**config.mk**
```make
export PLATFORM = sky130hd
export DESIGN_NAME = bram_port_arbiter
export DESIGN_NICKNAME = d
export VERILOG_FILES = /design/src/rtl/bram_port_arbiter.sv
export SDC_FILE = /design/constraint.sdc
export NUM_CORES = 1
export LEC_CHECK = 0
export BUFFER_PORTS_ARGS = -buffer_cell sky130_fd_sc_hd__buf_2
export CORE_UTILIZATION = 43
export DETAILED_ROUTE_END_ITERATION = 16
export GPL_ROUTABILITY_DRIVEN = 0
export PLACE_DENSITY_LB_ADDON = 0.1
export SYNTH_ARGS = -nofsm -noshare
export SYNTH_HDL_FRONTEND = slang
export SYNTH_SLANG_ARGS = --single-unit
```
**constraint.sdc**
```tcl
create_clock -name clk -period 5.3 [get_ports clk]
set_input_delay 1.59 -clock clk [delete_from_list [all_inputs] [get_ports clk]]
set_output_delay 1.59 -clock clk [all_outputs]
set_load 0.02 [all_outputs]
```
**src/rtl/bram_port_arbiter.sv**
```systemverilog
// Shares one 32-bit data BRAM between instruction fetch and the load/store unit.
// Round-robin arbitration, one access per grant, RV32I lane steering and load extension.
module bram_port_arbiter #(
    parameter int unsigned ADDR_W = 12,
    parameter int unsigned DATA_W = 32
) (
    input  logic              clk,
    input  logic              rst_n,
    input  logic              if_req,
    input  logic [ADDR_W-1:0] if_addr,
    output logic              if_gnt,
    output logic              if_rvalid,
    output logic [DATA_W-1:0] if_rdata,
    input  logic              ls_req,
    input  logic              ls_we,
    input  logic [1:0]        ls_size,
    input  logic              ls_unsigned,
    input  logic [ADDR_W-1:0] ls_addr,
    input  logic [DATA_W-1:0] ls_wdata,
    output logic              ls_gnt,
    output logic              ls_rvalid,
    output logic [DATA_W-1:0] ls_rdata,
    output logic              ls_err,
    output logic [ADDR_W-1:0] mem_w_addr,
    output logic [DATA_W-1:0] mem_w_dat,
    output logic [3:0]        mem_w_enb,
    output logic [ADDR_W-1:0] mem_r_addr,
    output logic [3:0]        mem_r_enb,
    input  logic [DATA_W-1:0] mem_r_dat
);

    typedef enum logic [1:0] {IDLE, ACCESS, RESP} state_t;

    typedef struct packed {
        logic       is_ls;
        logic       we;
        logic [1:0] size;
        logic       uns;
        logic       err;
        logic [1:0] lane;
    } req_t;

    state_t            state_q, state_d;
    logic              last_ls_q;
    req_t              req_q;
    logic              win_if, win_ls;
    logic              ls_misal;
    logic [3:0]        st_mask;
    logic [DATA_W-1:0] st_dat;
    logic [DATA_W-1:0] ld_shift;
    logic [DATA_W-1:0] ld_val;
    logic              unused_if_lane;

    // IF addresses are word-aligned by contract; the low bits carry no information.
    assign unused_if_lane = ^if_addr[1:0];

    // Next state and round-robin winner; arbitration only in IDLE and RESP.
    always_comb begin
        state_d = state_q;
        win_if  = 1'b0;
        win_ls  = 1'b0;
        case (state_q)
            IDLE, RESP: begin
                if (if_req && ls_req) begin
                    if (last_ls_q) win_if = 1'b1;
                    else           win_ls = 1'b1;
                end else if (if_req) begin
                    win_if = 1'b1;
                end else if (ls_req) begin
                    win_ls = 1'b1;
                end
                state_d = (win_if || win_ls) ? ACCESS : IDLE;
            end
            ACCESS:  state_d = RESP;
            default: state_d = IDLE;
        endcase
    end

    // Store lane steering and alignment check on the live LSU request.
    always_comb begin
        ls_misal = (ls_size == 2'b11) ||
                   ((ls_size == 2'b01) && ls_addr[0]) ||
                   ((ls_size == 2'b10) && (ls_addr[1:0] != 2'b00));
        case (ls_size)
            2'b00: begin
                st_mask = 4'b0001 << ls_addr[1:0];
                st_dat  = {4{ls_wdata[7:0]}};
            end
            2'b01: begin
                st_mask = ls_addr[1] ? 4'b1100 : 4'b0011;
                st_dat  = {2{ls_wdata[15:0]}};
            end
            default: begin
                st_mask = 4'b1111;
                st_dat  = ls_wdata;
            end
        endcase
    end

    // Load extract from the BRAM word using the latched lane and size.
    always_comb begin
        ld_shift = mem_r_dat >> {req_q.lane, 3'b000};
        case (req_q.size)
            2'b00:   ld_val = {{(DATA_W-8){ld_shift[7] & ~req_q.uns}}, ld_shift[7:0]};
            2'b01:   ld_val = {{(DATA_W-16){ld_shift[15] & ~req_q.uns}}, ld_shift[15:0]};
            default: ld_val = ld_shift;
        endcase
    end

    always_ff @(posedge clk or negedge rst_n) begin
        if (!rst_n) begin
            state_q    <= IDLE;
            last_ls_q  <= 1'b0;
            req_q      <= '0;
            if_gnt     <= 1'b0;
            if_rvalid  <= 1'b0;
            if_rdata   <= '0;
            ls_gnt     <= 1'b0;
            ls_rvalid  <= 1'b0;
            ls_rdata   <= '0;
            ls_err     <= 1'b0;
            mem_w_addr <= '0;
            mem_w_dat  <= '0;
            mem_w_enb  <= '0;
            mem_r_addr <= '0;
            mem_r_enb  <= '0;
        end else begin
            state_q   <= state_d;
            if_gnt    <= win_if;
            ls_gnt    <= win_ls;
            mem_w_enb <= '0;
            mem_r_enb <= '0;
            if_rvalid <= 1'b0;
            ls_rvalid <= 1'b0;
            ls_err    <= 1'b0;

            // Grant edge: latch the request and set up the BRAM for the ACCESS cycle.
            if (win_if) begin
                last_ls_q  <= 1'b0;
                req_q      <= '{is_ls: 1'b0, we: 1'b0, size: 2'b10, uns: 1'b0,
                                err: 1'b0, lane: 2'b00};
                mem_r_addr <= {if_addr[ADDR_W-1:2], 2'b00};
                mem_r_enb  <= 4'b1111;
            end else if (win_ls) begin
                last_ls_q <= 1'b1;
                req_q     <= '{is_ls: 1'b1, we: ls_we, size: ls_size, uns: ls_unsigned,
                               err: ls_misal, lane: ls_addr[1:0]};
                if (!ls_misal) begin
                    if (ls_we) begin
                        mem_w_addr <= ls_addr;
                        mem_w_dat  <= st_dat;
                        mem_w_enb  <= st_mask;
                    end else begin
                        mem_r_addr <= {ls_addr[ADDR_W-1:2], 2'b00};
                        mem_r_enb  <= 4'b1111;
                    end
                end
            end

            // End of ACCESS: capture read data into the response registers.
            if (state_q == ACCESS) begin
                if (req_q.is_ls) begin
                    ls_rvalid <= 1'b1;
                    ls_err    <= req_q.err;
                    ls_rdata  <= (req_q.err || req_q.we) ? '0 : ld_val;
                end else begin
                    if_rvalid <= 1'b1;
                    if_rdata  <= mem_r_dat;
                end
            end
        end
    end

endmodule

```
; Word level (Yosys, flattened, before mapping)
; Cells that the tools add are included.
[totals]
regBits = 144
inputBits = 96
output_inout_bits = 133
[op_classes]
eq_ne = 8
n_shift = 2
muxes = 40
n_bitwise = 6
reduce_logical = 17
[ops]
columns = operator, n
row1 = one-hot mux 32 bit (2 select lines), 2
row2 = two-way mux 12 bit, 4
row3 = two-way mux 4 bit, 9
row4 = two-way mux 32 bit, 1
row5 = >> shifter 32 x 5 -> 32 bit, 1
row6 = two-way mux 1 bit, 20
row7 = two-way mux 8 bit, 2
row8 = one-hot mux 4 bit (2 select lines), 1
row9 = == test 2 x 1 -> 1 bit (second input constant), 3
row10 = == test 2 bit (second input constant), 3
row11 = logical NOT 2 bit, 3
row12 = logical OR 1 bit, 4
row13 = inverter 1 bit, 4
row14 = one-hot mux 2 bit (2 select lines), 1
row15 = AND reduction 2 bit, 2
row16 = AND reduction 4 bit, 1
row17 = nonzero test 2 bit, 2
row18 = << shifter 1 x 2 -> 4 bit (first input constant), 1
row19 = logical AND 1 bit, 3
row20 = AND reduction 3 bit, 1
row21 = bitwise AND 1 bit, 2
row22 = != test 2 x 1 -> 1 bit (second input constant), 1
row23 = != test 2 bit (second input constant), 1
row24 = OR reduction 2 bit, 1

; Depth between registers and ports, before layout
; Gate-level depths: netlist of run 1.
[logic_depth]
ltp_word = 7
depth_mapped = 7
depth_no_buf = 4

; Worst setup path after synthesis of run 1
; OpenSTA, ideal clock, no wires.
[synth_path]
kind = input -> register
start = input port ls_size[0]
end = register mem_r_addr[10]
setup_ns = 0.128
arrival_ns = 2.809
required_ns = 5.172
setup_slack_ns = 2.364
cell_stages = 6
n_path_buf = 2
path_cell_list = buf_2 -> nor3_1 -> or2_1 -> a31o_2 -> buf_2 -> mux2_1
[synth_between]
elab_chain_cells = 6
word_cells_on_any_way = 9
[synth_rtl]
columns = element, line_no
row1 = from (decl), 16  ; input logic [1:0] ls_size,
row2 = == test 2 x 1 -> 1 bit, 82  ; ((ls_size == 2'b01) && ls_addr[0]) ||
row3 = logical AND 1 bit, 82
row4 = logical OR 1 bit, 81  ; ls_misal = (ls_size == 2'b11) ||
row5 = logical OR 1 bit *, 82
row6 = != test 2 bit (no line) *, --
row7 = AND reduction 3 bit (no line) *, --
row8 = to (signal assigned), 142  ; mem_r_addr <= {if_addr[ADDR_W-1:2], 2'b00};
row9 = to (signal assigned), 154  ; mem_r_addr <= {ls_addr[ADDR_W-1:2], 2'b00};
row10 = to (decl), 27  ; output logic [ADDR_W-1:0] mem_r_addr,
; Every way passes the cells marked *; elsewhere a longest branch is shown, timed or not.
; A chain may end at the register's enable or synchronous reset.

; Final worst setup path of run 1
[layout_path]
start = input port ls_size[1]
end = register mem_w_dat[4]
[layout_between]
elab_chain_cells = 6
word_cells_on_any_way = 9
[layout_rtl]
columns = element, line_no
row1 = == test 2 x 1 -> 1 bit, 82
row2 = logical AND 1 bit, 82
row3 = logical OR 1 bit, 81
row4 = logical OR 1 bit *, 82
row5 = inverter 1 bit (no line) *, --
row6 = AND reduction 4 bit (no line) *, --
row7 = to (signal assigned), 151  ; mem_w_dat <= st_dat;
row8 = to (decl), 25  ; output logic [DATA_W-1:0] mem_w_dat,
; Marked as above.

==> results of run 1 <==
-- critical path: stages --
cell       delay [ns]
buf_2            0.49
a21oi_1          0.18
o2111ai_4        0.47
buf_12           0.32
mux2_1           0.36
-- layout make-up --
type / count / area (µm²) / share of cell area [%]
multi-input cells: 311 / 2490 / 30.4
inverters: 6 / 22.5 / 0.276
flip-flops and latches: 138 / 3450 / 42.3
repair buffers: 230 / 1180 / 14.5
clock buffers: 20 / 457 / 5.59
well taps: 180 / 225 / 2.76
clock inverters: 12 / 338 / 4.14
-- state kept, by name, summed over array words and instances, names as in the netlist --
register and count:
ls_rvalid 1, last_ls_q 1, if_rvalid 1, mem_w_dat 32
if_gnt 1, mem_r_addr 10, mem_w_addr 12, ls_gnt 1
mem_w_enb 4, req_q 7, if_rdata 32, mem_r_enb 1
ls_rdata 32, ls_err 1, state_q 2
-- kinds of logic (layout without fill, tap and decap cells) --
family | after synthesis | count (layout) | synth area share (%)
compound gates | 103 | 103 | 11.4
buf+inv | 44 | 268 | 3.49
other cells | 1 | 2 | 0.0611
simple gates | 83 | 83 | 6.95
flops | 138 | 138 | 56.3
mux | 123 | 123 | 21.9
-- per-stage QoR --
stage          hold slack [ns]  util [%]  cell area [µm²]  instances
6_report                 0.435      58.8             8170        897
5_1_grt                  0.469      58.8             8170        897
4_1_cts                  0.438      58.8             8170        897
3_5_place_dp             0.429      53.1             7370        865
3_3_place_gp             0.423      53.1             7370        865
2_1_floorplan            0.411         -             6140        493
-- worst max path at each step --
stage                      to  slack [ns]  cells past startpoint
3_5_place_dp     mem_w_dat[2]        1.71                      5
3_3_place_gp     mem_w_dat[3]        1.75                      5
5_1_grt          mem_w_dat[2]        2.03                      5
2_1_floorplan  mem_r_addr[10]        2.36                      6
6_report         mem_w_dat[4]        2.17                      5
4_1_cts         mem_w_addr[0]        2.15                      5
-- cell usage in the layout, fill, tap and decap left out, types with 2 or more instances in the layout --
| master | n |
|---|---|
| buf_2 | 223 |
| nand2_1 | 40 |
| a221o_1 | 17 |
| clkbuf_8 | 2 |
| inv_1 | 6 |
| mux2_2 | 2 |
| nand3b_1 | 8 |
| o21ai_0 | 9 |
| clkbuf_16 | 17 |
| conb_1 | 2 |
| o21ai_1 | 38 |
| nor2_1 | 15 |
| o21bai_1 | 2 |
| mux2i_1 | 42 |
| nor2b_1 | 3 |
| dfrtp_1 | 138 |
| a21oi_2 | 2 |
| buf_4 | 5 |
| a22o_1 | 11 |
| mux2_1 | 78 |
| nor3_1 | 2 |
| nor3b_1 | 2 |
| nand2b_1 | 4 |
| a21oi_1 | 19 |
| bufinv_16 | 11 |
-- routing by layer --
metal  vias to the layer above  share of wire (%)  wire length (µm)  track usage, %
met2                       174                 47              7140            34.2
met1                      2263                 43              6590            27.0
li1                       2183                  -                 -               -
met3                        22                8.0              1220            7.38
met4                         0                2.0               304            9.10
met5                         -                  0                 0               0
-- where the power goes --
group	switching, mW	internal, mW
clock network	0.449	1.15
logic	0.979	0.608
registers	0.214	1.45
==> impl_summary.md, run 1 <==
Placement
The detailed placement HPWL is between 10000 and 15000 µm. OpenSTA, run right after detailed placement, puts the worst setup slack at 1.71 ns. Port buffering added around 220 buffers.

Worst setup path
The worst setup path is captured at a flip-flop. Along the worst path, the maximum fanout reaches between 60 and 70. The worst register-to-register path ends at ls_rdata[30]. The category of the most critical setup path is primary input to flip-flop. The slack of the worst reg-to-reg path is 2.75 ns. The worst register-to-register path begins at last_ls_q. The launching instance or port of the critical path is ls_size[1].

STA puts the critical path data arrival time at 3.44 ns. At the worst endpoint, the required time is 5.60 ns. The kind of start point of the critical path is a primary input. The number of cells on the worst reg-to-reg path is 4.

Global routing
The number of antenna violations at the first check in global routing came to 0. The total congestion overflow is 0. Across every metal layer, demand over resource in global routing totals 21.7%. The via count of the first global-routing pass is approximately 4700. The largest net degree at the start of global routing is around 110. The first global-routing pass estimated 24200 µm of wire.

Clock network
Counting every sink on the clock net gives around 140. The number of buffers created by CTS is 17. The H-tree was split into 4 levels. CTS placed an instance of clkbuf_16 at the clock tree root. The maximum root-to-sink buffer count is 2. The clock network latency to the later pin of the worst-skew pair is between 0.4 and 0.5 ns. The number of setup buffers added after CTS is 0. The total of hold buffers inserted after clock tree synthesis is 0. The clock-pin slew reported for the worst setup and hold paths after clock tree synthesis is around 0.060 ns. TritonCTS built the clock tree. The total of cells resized after clock tree synthesis is 0.

Die
The count of standard-cell rows is 43. The vertical extent of the die is between 100 and 150 µm. The full die area is between 10000 and 15000 µm².

The count of boundary I/O pins is 229. Once the floorplan was initialized, standard cells occupied roughly 44% of the core. The die span in x is around 120 µm. The standard cell core area is about 14000 µm².

Timing
Setup violations remaining at the end of the flow were counted as 0. After routing, the total negative slack on setup checks comes to 0 ns. The final count of pins violating max slew is 0. The number of failing hold endpoints at the final stage is 0. The measured slew at the worst slew-check pin is approximately 0.97 ns. Setup repair after global routing left no endpoint under its margin. The share of the cycle needed by the critical path after routing is roughly three fifths. Derived from the worst setup path, the maximum achievable clock frequency is roughly 0.32 GHz. Measured against its own limit, the worst slew margin works out to approximately 35%. The worst path meets setup with between 2 and 2.5 ns of slack. The shortest period the worst path allows is around 3.1 ns. Between clock sinks in the finished design, the worst skew comes to just under 0.005 ns.

Power
The worst-case vdd ir drop is roughly 0.28 mV. The total chip power is roughly 4.8 mW. The cell area power density is 594 nW/µm². In this run the static leakage power is slightly above 4 nW.

Cells and area
The layout net count is 800. The antenna cell count is 0. Of the cells placed in the final design, the portion with a size suffix greater than 1 is 38.4%. The post-synthesis to final-layout area growth is 33.0%. The filler cell count in the final layout is around 1200.

Hold path
In this run the worst hold path is classified as flip-flop to flip-flop. The worst hold path terminates at state_q[1]. Counting instances, the worst hold path has a depth of 1. In this run the most critical hold path is launched from state_q[1].

Routing
For this block, the routed nets add up to 15300 µm of wire. The iteration-0 DRC count of the detailed router is 160. The total via count after detailed routing is between 4000 and 5000. The count of unresolved DRC violations after routing is 0. In the final routed layout, each cell accounts on average for around 17 µm.

The number of iterations in the first detailed-routing pass is 4. The final antenna-violating net count is 0. Using the TritonRoute via totals, the vias-per-cell ratio works out to a little over 5.

Synth
Yosys mapped the design onto 40 distinct sky130hd cell types. The synthesized instance count is slightly below 500. The average cell area after synthesis is ~12 µm².

During synthesis, Yosys emitted a total of 0 warnings. The part of the Yosys area used for sequential elements is between 50% and 60%. The synthesized design devotes to its leading area cell type 56.3% of total area. By instance count, the leading cell after synthesis is dfrtp_1. In the synthesized netlist the dominant register cell turns out to be dfrtp_1. By count the netlist is led by dfrtp_1 (138), mux2_1 (78), mux2i_1 (42).

The synthesized design spends more area on one cell type than any other, namely dfrtp_1. The number of flops mapped to enable cells by yosys is 0. Ranked by total cell area, the synthesized netlist is headed by dfrtp_1 (56%), mux2_1 (14%), mux2i_1 (6.8%). In the synthesized netlist the async set-or-reset flop fraction comes to 100%.

The total standard cell area after synthesis is between 6000 and 7000 µm². The register bit count reported by yosys is 138.

Run status
The flow ran to the end, and the final reports show no timing, DRC or antenna violations.

Flow run
The number of violations of the max-capacitance limit is 0.
No activity file was read; power rests on OpenSTA's default activity.
==> run 2, diff against run 1 <==
==> constraint.sdc (replaced) <==
create_clock -name clk -period 3.1 [get_ports clk]
set_input_delay 0.93 -clock clk [delete_from_list [all_inputs] [get_ports clk]]
set_output_delay 0.93 -clock clk [all_outputs]
set_load 0.02 [all_outputs]
==> run 2 against run 1 <==
Clock skew is 0.0029 ns higher; cell area is 1.3% lower; register-to-register slack worse by 1.8 ns; wire length is 2.0% higher; core utilization is 0.79 points lower; first-iteration DRC count is 47% higher; worst hold slack better by 0.016 ns; power is 58% higher; combinational power is 72% higher.
==> impl_summary.md, run 2 (synthesis gave the netlist of run 1 again) <==
Power
The cell area power density is 951 nW/µm² (+60%). The internal cell power is 4.88 mW (+52%). The worst-case vdd ir drop came to 0.392 mV (+40%).

The fraction of power spent switching nets was 36.4% (+2.5 points). The cell leakage power is 4.02 nW (-0.74%). The total chip power is 7.66 mW (+58%).

The share of power burned in the clock network is 27.0% (-5.9 points). The share of power burned in registers is 37.2% (+2.8 points). The fraction of power consumed by combinational cells is 35.7% (+3.0 points). The switching power is 2.79 mW (+70%).

Clock network
The TritonCTS clock tree is done. The H-tree depth reported by CTS is 4 (unchanged). The tree is rooted in a clkbuf_16. The clock network latency to the later pin of the worst-skew pair is 0.42 ns (about the same). The clock-pin slew reported for the worst setup and hold paths after clock tree synthesis is 0.05 ns (about the same). The clock net sink count was 138 (unchanged).

The maximum root-to-sink buffer count is 2 (unchanged). The total of cells resized after clock tree synthesis was 0 (unchanged). The total of hold buffers inserted after clock tree synthesis is 0 (unchanged). The number of setup buffers added after CTS came to 0 (unchanged). The number of buffers created by CTS is 17 (unchanged).

Die
The vertical extent of the die is 121 µm (unchanged). The standard cell core area is 13900 µm² (unchanged). The initial standard-cell utilization of the core is 44.2% (unchanged). The count of boundary I/O pins is 229 (unchanged). The full die area was 14800 µm² (unchanged). The count of standard-cell rows came to 43 (unchanged). The die span in x is 121 µm (unchanged).

Routing
The detail-routed net length per standard cell is 17.2 µm (+0.97%). The final antenna-violating net count is 0 (unchanged). The total via count after detailed routing came to 4681 (+0.84%). The iteration-0 DRC count of the detailed router is 235 (+47%).

The post-detailed-route via-to-cell ratio is 5.17 (-0.16%). The sum of routed wire length over all layers is 15600 µm (+2.0%). The number of iterations in the first detailed-routing pass is 4 (unchanged). The count of unresolved DRC violations after routing is 0 (unchanged).

Timing
In the finished design, the share of the clock period the worst path needs comes to 70.2%. Setup repair after global routing left no endpoint under its margin. The setup slack after layout came to 0.925 ns (-1.24 ns). The post-route setup TNS is 0 ns (unchanged). Static timing analysis puts the maximum clock frequency at ~0.46 GHz. The number of failing hold endpoints at the final stage was 0 (unchanged). The number of setup violations in the final report is 0 (unchanged). The final count of pins violating max slew was 0 (unchanged). The worst path needs 2.18 ns of the cycle, external delays included. The headroom to the max-slew limit is 38.4% (+3.0 points). The worst clock skew came to 0.00775 ns (+0.00295 ns).

The measured slew at the worst slew-check pin came to 0.924 ns (-0.0408 ns).

Worst setup path
The largest fanout on the critical path is 16 (-75%). The sort of element at the end of the critical path is a flip-flop. The data required time at the worst endpoint is 3.45 ns (-2.15 ns). The kind of start point of the critical path is a flip-flop. By startpoint and endpoint, the worst setup path is classified as flip-flop to flip-flop. The critical path arrival is 2.53 ns (-0.91 ns).

Global routing
The global-route usage over all layers was 22.4% (+0.73 points). The number of antenna violations at the first check in global routing is 0 (unchanged). The wire length of the first global-routing pass is 24900 µm (+3.1%). The largest net degree at the start of global routing is 64 (-41%). The total congestion overflow is 0 (unchanged). The via count of the first global-routing pass is 4788 (+2.4%).

Placement
The count of port buffers added during placement is 224 (unchanged). The detailed placement HPWL is 11200 µm (+4.3%). The post-place setup slack is 0.547 ns (-1.16 ns).

Cells and area
The fraction of the core area covered by cells at the end of the flow is 58.0% (-0.79 points). The library cell used most frequently in the layout, excluding fill and tap cells, is buf_2. The antenna cell count came to 0 (unchanged). The largest registers in the layout are if_rdata x32, ls_rdata x32, mem_w_dat x32. The library cells used most frequently in the layout, excluding fill and tap cells, are buf_2 (223), dfrtp_1 (138), mux2_1 (78), mux2i_1 (42), nand2_1 (40). The post-synthesis to final-layout area growth is 31.2%.

The layout net count is 811 (+1.4%). The share of post-route cells with drive strength above 1 is 39.1% (+0.76 points).

Flow run
The number of violations of the max-capacitance limit is 0 (unchanged).

Run status
The flow ran to the end, and the final reports show no timing, DRC or antenna violations.

Hold path
The tightest min-delay check is of the flip-flop to flip-flop type.
-- run 2: changes by cell type in the layout (fill, tap and decap cells not counted), sizes merged --
| cell | before | now |
|---|---|---|
| buf | 230 | 241 |
| bufinv | 11 | 3 |
| clkbuf | 20 | 22 |
| clkinv | 0 | 4 |
-- run 2: worst paths after layout --
check	depth (start not counted)	slack, ns	start	endpoint
worst min-delay path	1	0.45	state_q[1]	state_q[1]
worst max-delay path	4	0.92	req_q[1]	ls_rdata[23]
worst max register to register	4	0.92	req_q[1]	ls_rdata[23]
worst min register to register	1	0.45	state_q[1]	state_q[1]
max in group asynchronous	2	1.84	rst_n	if_rdata[13]
min in group asynchronous	1	0.46	rst_n	if_rvalid
-- run 2: per-layer routing --
metal | part of all wire, % | routed length (µm) | global-route usage, %
met1 | 43 | 6660 | 28.4
met2 | 47 | 7290 | 34.6
met3 | 8.5 | 1330 | 7.94
met4 | 1.8 | 282 | 9.34
met5 | 0 | 0 | 0
-- run 2: final cells by class --
type / count / area (µm²)
multi-input cells: 311 / 2490
clock buffers: 22 / 484
clock inverters: 8 / 118
fillers: 1204 / 5820
inverters: 6 / 22.5
repair buffers: 241 / 1270
well taps: 180 / 225
flip-flops and latches: 138 / 3450
-- run 2: power groups by stage --
stage               logic [mW]  clock network [mW]  registers, mW
floorplan                0.919                   0           3.67
global placement          2.73                   0           2.84
detailed placement        2.77                   0           2.88
CTS                       2.77                2.11           2.86
global route              2.95                2.20           2.95
finish                    2.74                2.07           2.85
-- run 2: per-stage QoR --
| step | cells | instance area (µm²) | hold WS, ns |
|---|---|---|---|
| 2_1_floorplan | 493 | 6140 | 0.411 |
| 3_3_place_gp | 876 | 7450 | 0.430 |
| 3_5_place_dp | 876 | 7450 | 0.453 |
| 4_1_cts | 906 | 8060 | 0.460 |
| 5_1_grt | 906 | 8060 | 0.469 |
| 6_report | 906 | 8060 | 0.451 |
-- run 2: worst max-delay path, stage by stage (launching register included) --
cell       delay [ns]
dfrtp_1          0.53
mux4_2           0.44
nor2_1           0.07
a2111oi_4        0.85
a221o_1          0.22
==> run 3, diff against run 2 <==
==> constraint.sdc (replaced) <==
create_clock -name clk -period 2.1 [get_ports clk]
set_input_delay 0.63 -clock clk [delete_from_list [all_inputs] [get_ports clk]]
set_output_delay 0.63 -clock clk [all_outputs]
set_load 0.02 [all_outputs]
==> run 3 against run 2 <==
Wire length decreased by 2.9%; count of clock-buffer cells in the layout is 3 lower; worst hold slack lost 0.31 ns; die area did not move; first-iteration DRC count is 26% lower; cell count rose by 1.4%; clock skew is 0.00058 ns lower; critical path type unchanged; global-route usage shrank 0.43 points; power increased by 47%.
==> impl_summary.md, run 3 (synthesis gave the netlist of run 1 again) <==
Timing
The share of the cycle needed by the critical path after routing was 86.3% (+16 points). The final count of pins violating max slew is 0 (unchanged). The number of setup violations in the final report is 0 (unchanged). Setup repair after global routing left no endpoint under its margin. The number of failing hold endpoints at the final stage is 0 (unchanged).

The shortest period the worst path allows came to 1.81 ns (-0.363 ns). The worst hold-check slack was 0.139 ns (-0.312 ns). The timing-limited maximum frequency is 0.552 GHz (+20%). The post-route setup TNS is 0 ns (unchanged). The worst clock skew was 0.00718 ns (-0.000577 ns).

Routing
The sum of routed wire length over all layers is 15100 µm (-2.9%). The iteration-0 DRC count of the detailed router was 175 (-26%). The detail-routed net length per standard cell is 16.4 µm (-4.2%).

The total via count after detailed routing is 4713 (+0.68%). The final antenna-violating net count is 0 (unchanged). The number of iterations in the first detailed-routing pass is 4 (unchanged). The count of unresolved DRC violations after routing is 0 (unchanged). The post-detailed-route via-to-cell ratio is 5.13 (-0.74%).

Global routing
The wire length of the first global-routing pass came to 24500 µm (-1.7%). The largest net degree at the start of global routing is 47 (-27%). The global-route usage over all layers came to 22.0% (-0.43 points). The via count of the first global-routing pass is 4779 (-0.19%). The total congestion overflow is 0 (unchanged). The number of antenna violations at the first check in global routing is 0 (unchanged).

Worst setup path
The depth of the worst register-to-register path is 5 (+1). The category of the most critical setup path is flip-flop to flip-flop. The data required time at the worst endpoint is 2.39 ns (-1.06 ns). The origin of the critical flop-to-flop path is req_q[1].

The family of cells with the greatest summed delay on the critical path is multiplexers. STA classifies the critical path startpoint as a flip-flop. For this design, the slowest cell found on the critical path is mux4_2. The worst reg2reg path endpoint is ls_rdata[31]. The critical path goes through mux4_2, nor2_1, a2111oi_4, buf_12, a221o_1. The slack of the worst reg-to-reg path is 0.29 ns (-0.64 ns). The critical path's largest stage delay is 0.55 ns (-0.30 ns). The critical path arrival is 2.11 ns (-0.42 ns). The number of buffer and inverter instances along the worst setup path was 1 (+1).

The largest fanout on the critical path is 16 (unchanged). STA classifies the critical path endpoint as a flip-flop.

Cells and area
The antenna cell count is 0 (unchanged). The layout net count was 822 (+1.4%). The share of post-route cells with drive strength above 1 came to 40.2% (+1.1 points). The area growth from synthesis to layout is 33.5%.

In the layout the commonest cells are buf_2 (223), dfrtp_1 (138), mux2_1 (78), mux2i_1 (42), nand2_1 (40). The fraction of the core area covered by cells at the end of the flow was 59.0% (+0.99 points). The total non-filler cell area in the finished layout is 8190 µm² (+1.7%).

The largest registers in the layout are if_rdata x32, ls_rdata x32, mem_w_dat x32. The library cell used most frequently in the layout, excluding fill and tap cells, is buf_2.

Clock network
The number of buffers created by CTS is 17 (unchanged). The clock-pin slew reported for the worst setup and hold paths after clock tree synthesis is 0.06 ns (about the same). The clock tree root driver cell is clkbuf_16. The clock network latency to the later pin of the worst-skew pair is 0.42 ns (about the same). The H-tree depth reported by CTS is 4 (unchanged). The clock net sink count is 138 (unchanged).

TritonCTS built the clock tree. The maximum root-to-sink buffer count is 2 (unchanged).

Die
The die span in x is 121 µm (unchanged). The count of boundary I/O pins is 229 (unchanged). The vertical extent of the die is 121 µm (unchanged). The full die area came to 14800 µm² (unchanged).

The initial standard-cell utilization of the core is 44.2% (unchanged). The count of standard-cell rows is 43 (unchanged). The standard cell core area came to 13900 µm² (unchanged).

Placement
The detailed placement HPWL is 11200 µm (-0.27%). The count of port buffers added during placement came to 224 (unchanged). The post-detailed-placement cell area was 7580 µm² (+1.7%).

Power
The cell area power density was 1380 nW/µm² (+45%). The worst-case vdd ir drop came to 0.639 mV (+63%). The internal cell power is 7.16 mW (+47%).

The cell leakage power is 4.08 nW (+1.6%). The share of power burned in registers is 37.2% (about the same). The share of power burned in the clock network is 26.6% (-0.4 points). The switching power is 4.14 mW (+48%). The fraction of power spent switching nets is 36.6% (+0.25 points). The fraction of power consumed by combinational cells is 36.2% (+0.5 points).

Run status
The run finished with clean final reports.

Flow run
The number of violations of the max-capacitance limit is 0 (unchanged).

Hold path
The tightest min-delay check is of the primary input to asynchronous set/reset pin type.
[run 3: changes by cell type in the layout (fill, tap and decap cells not counted)]
cell | previous run | this run
buf_12 | 1 | 6
buf_4 | 16 | 22
clkbuf_8 | 4 | 1
clkinv_2 | 4 | 6
clkinv_4 | 0 | 1
clkinvlp_4 | 1 | 3
[run 3: worst max-delay path by stage]
stage                  start        endpoint  slack (ns)  depth (start not counted)
2_1_floorplan     ls_size[0]  mem_r_addr[10]        0.12                          6
3_3_place_gp   mem_r_dat[31]    ls_rdata[23]       -0.12                          5
3_5_place_dp   mem_r_dat[31]    ls_rdata[16]       -0.15                          5
4_1_cts            last_ls_q    ls_rdata[21]        0.05                          4
5_1_grt             req_q[1]    ls_rdata[29]        0.18                          5
6_report            req_q[1]    ls_rdata[31]        0.29                          5
[run 3: power groups by stage]
stage          registers [mW]  clock network, mW  logic [mW]
6_report                 4.21               3.00        4.09
5_1_grt                  4.35               3.20        4.42
4_1_cts                  4.22               3.07        4.15
3_5_place_dp             4.25                  0        4.14
3_3_place_gp             4.18                  0        4.09
2_1_floorplan            5.41                  0        1.36
[run 3: cell type report]
class                   instances  area, µm²
fillers                      1212       5690
repair buffers                252       1410
multi-input cells             311       2490
inverters                       6       22.5
clock buffers                  19        443
well taps                     180        225
flip-flops and latches        138       3450
clock inverters                13        151
[run 3: per-layer routing]
layer / GRT usage (%) / vias to the layer above / wire (µm)
met3: 7.94 / 21 / 1240
met2: 33.3 / 172 / 6990
met1: 27.7 / 2289 / 6520
met4: 10.7 / 0 / 364
met5: 0 / - / 0
li1: - / 2231 / -
[run 3: through the flow]
step | total power, mW | std cells | worst slack, ns
5_1_grt | 12.0 | 919 | 0.175
4_1_cts | 11.4 | 918 | 0.0462
6_report | 11.3 | 919 | 0.288
2_1_floorplan | 6.77 | 493 | 0.124
3_5_place_dp | 8.39 | 886 | -0.146
3_3_place_gp | 8.27 | 886 | -0.120
[run 3: worst register-to-register path, cell delays in order, from the launching register on]
cell and delay [ns]:
dfrtp_1 0.45, mux4_2 0.55, nor2_1 0.18, a2111oi_4 0.09, buf_12 0.16, a221o_1 0.26
[run 3: repair_timing]
| action | CTS | global route |
|---|---|---|
| endpoints found under the hold margin | 0 | 0 |
| resized for setup | 0 | 0 |
| setup buffers | 0 | 1 |
| hold buffers | 0 | 0 |
| setup endpoints to repair | 0 | 16 |
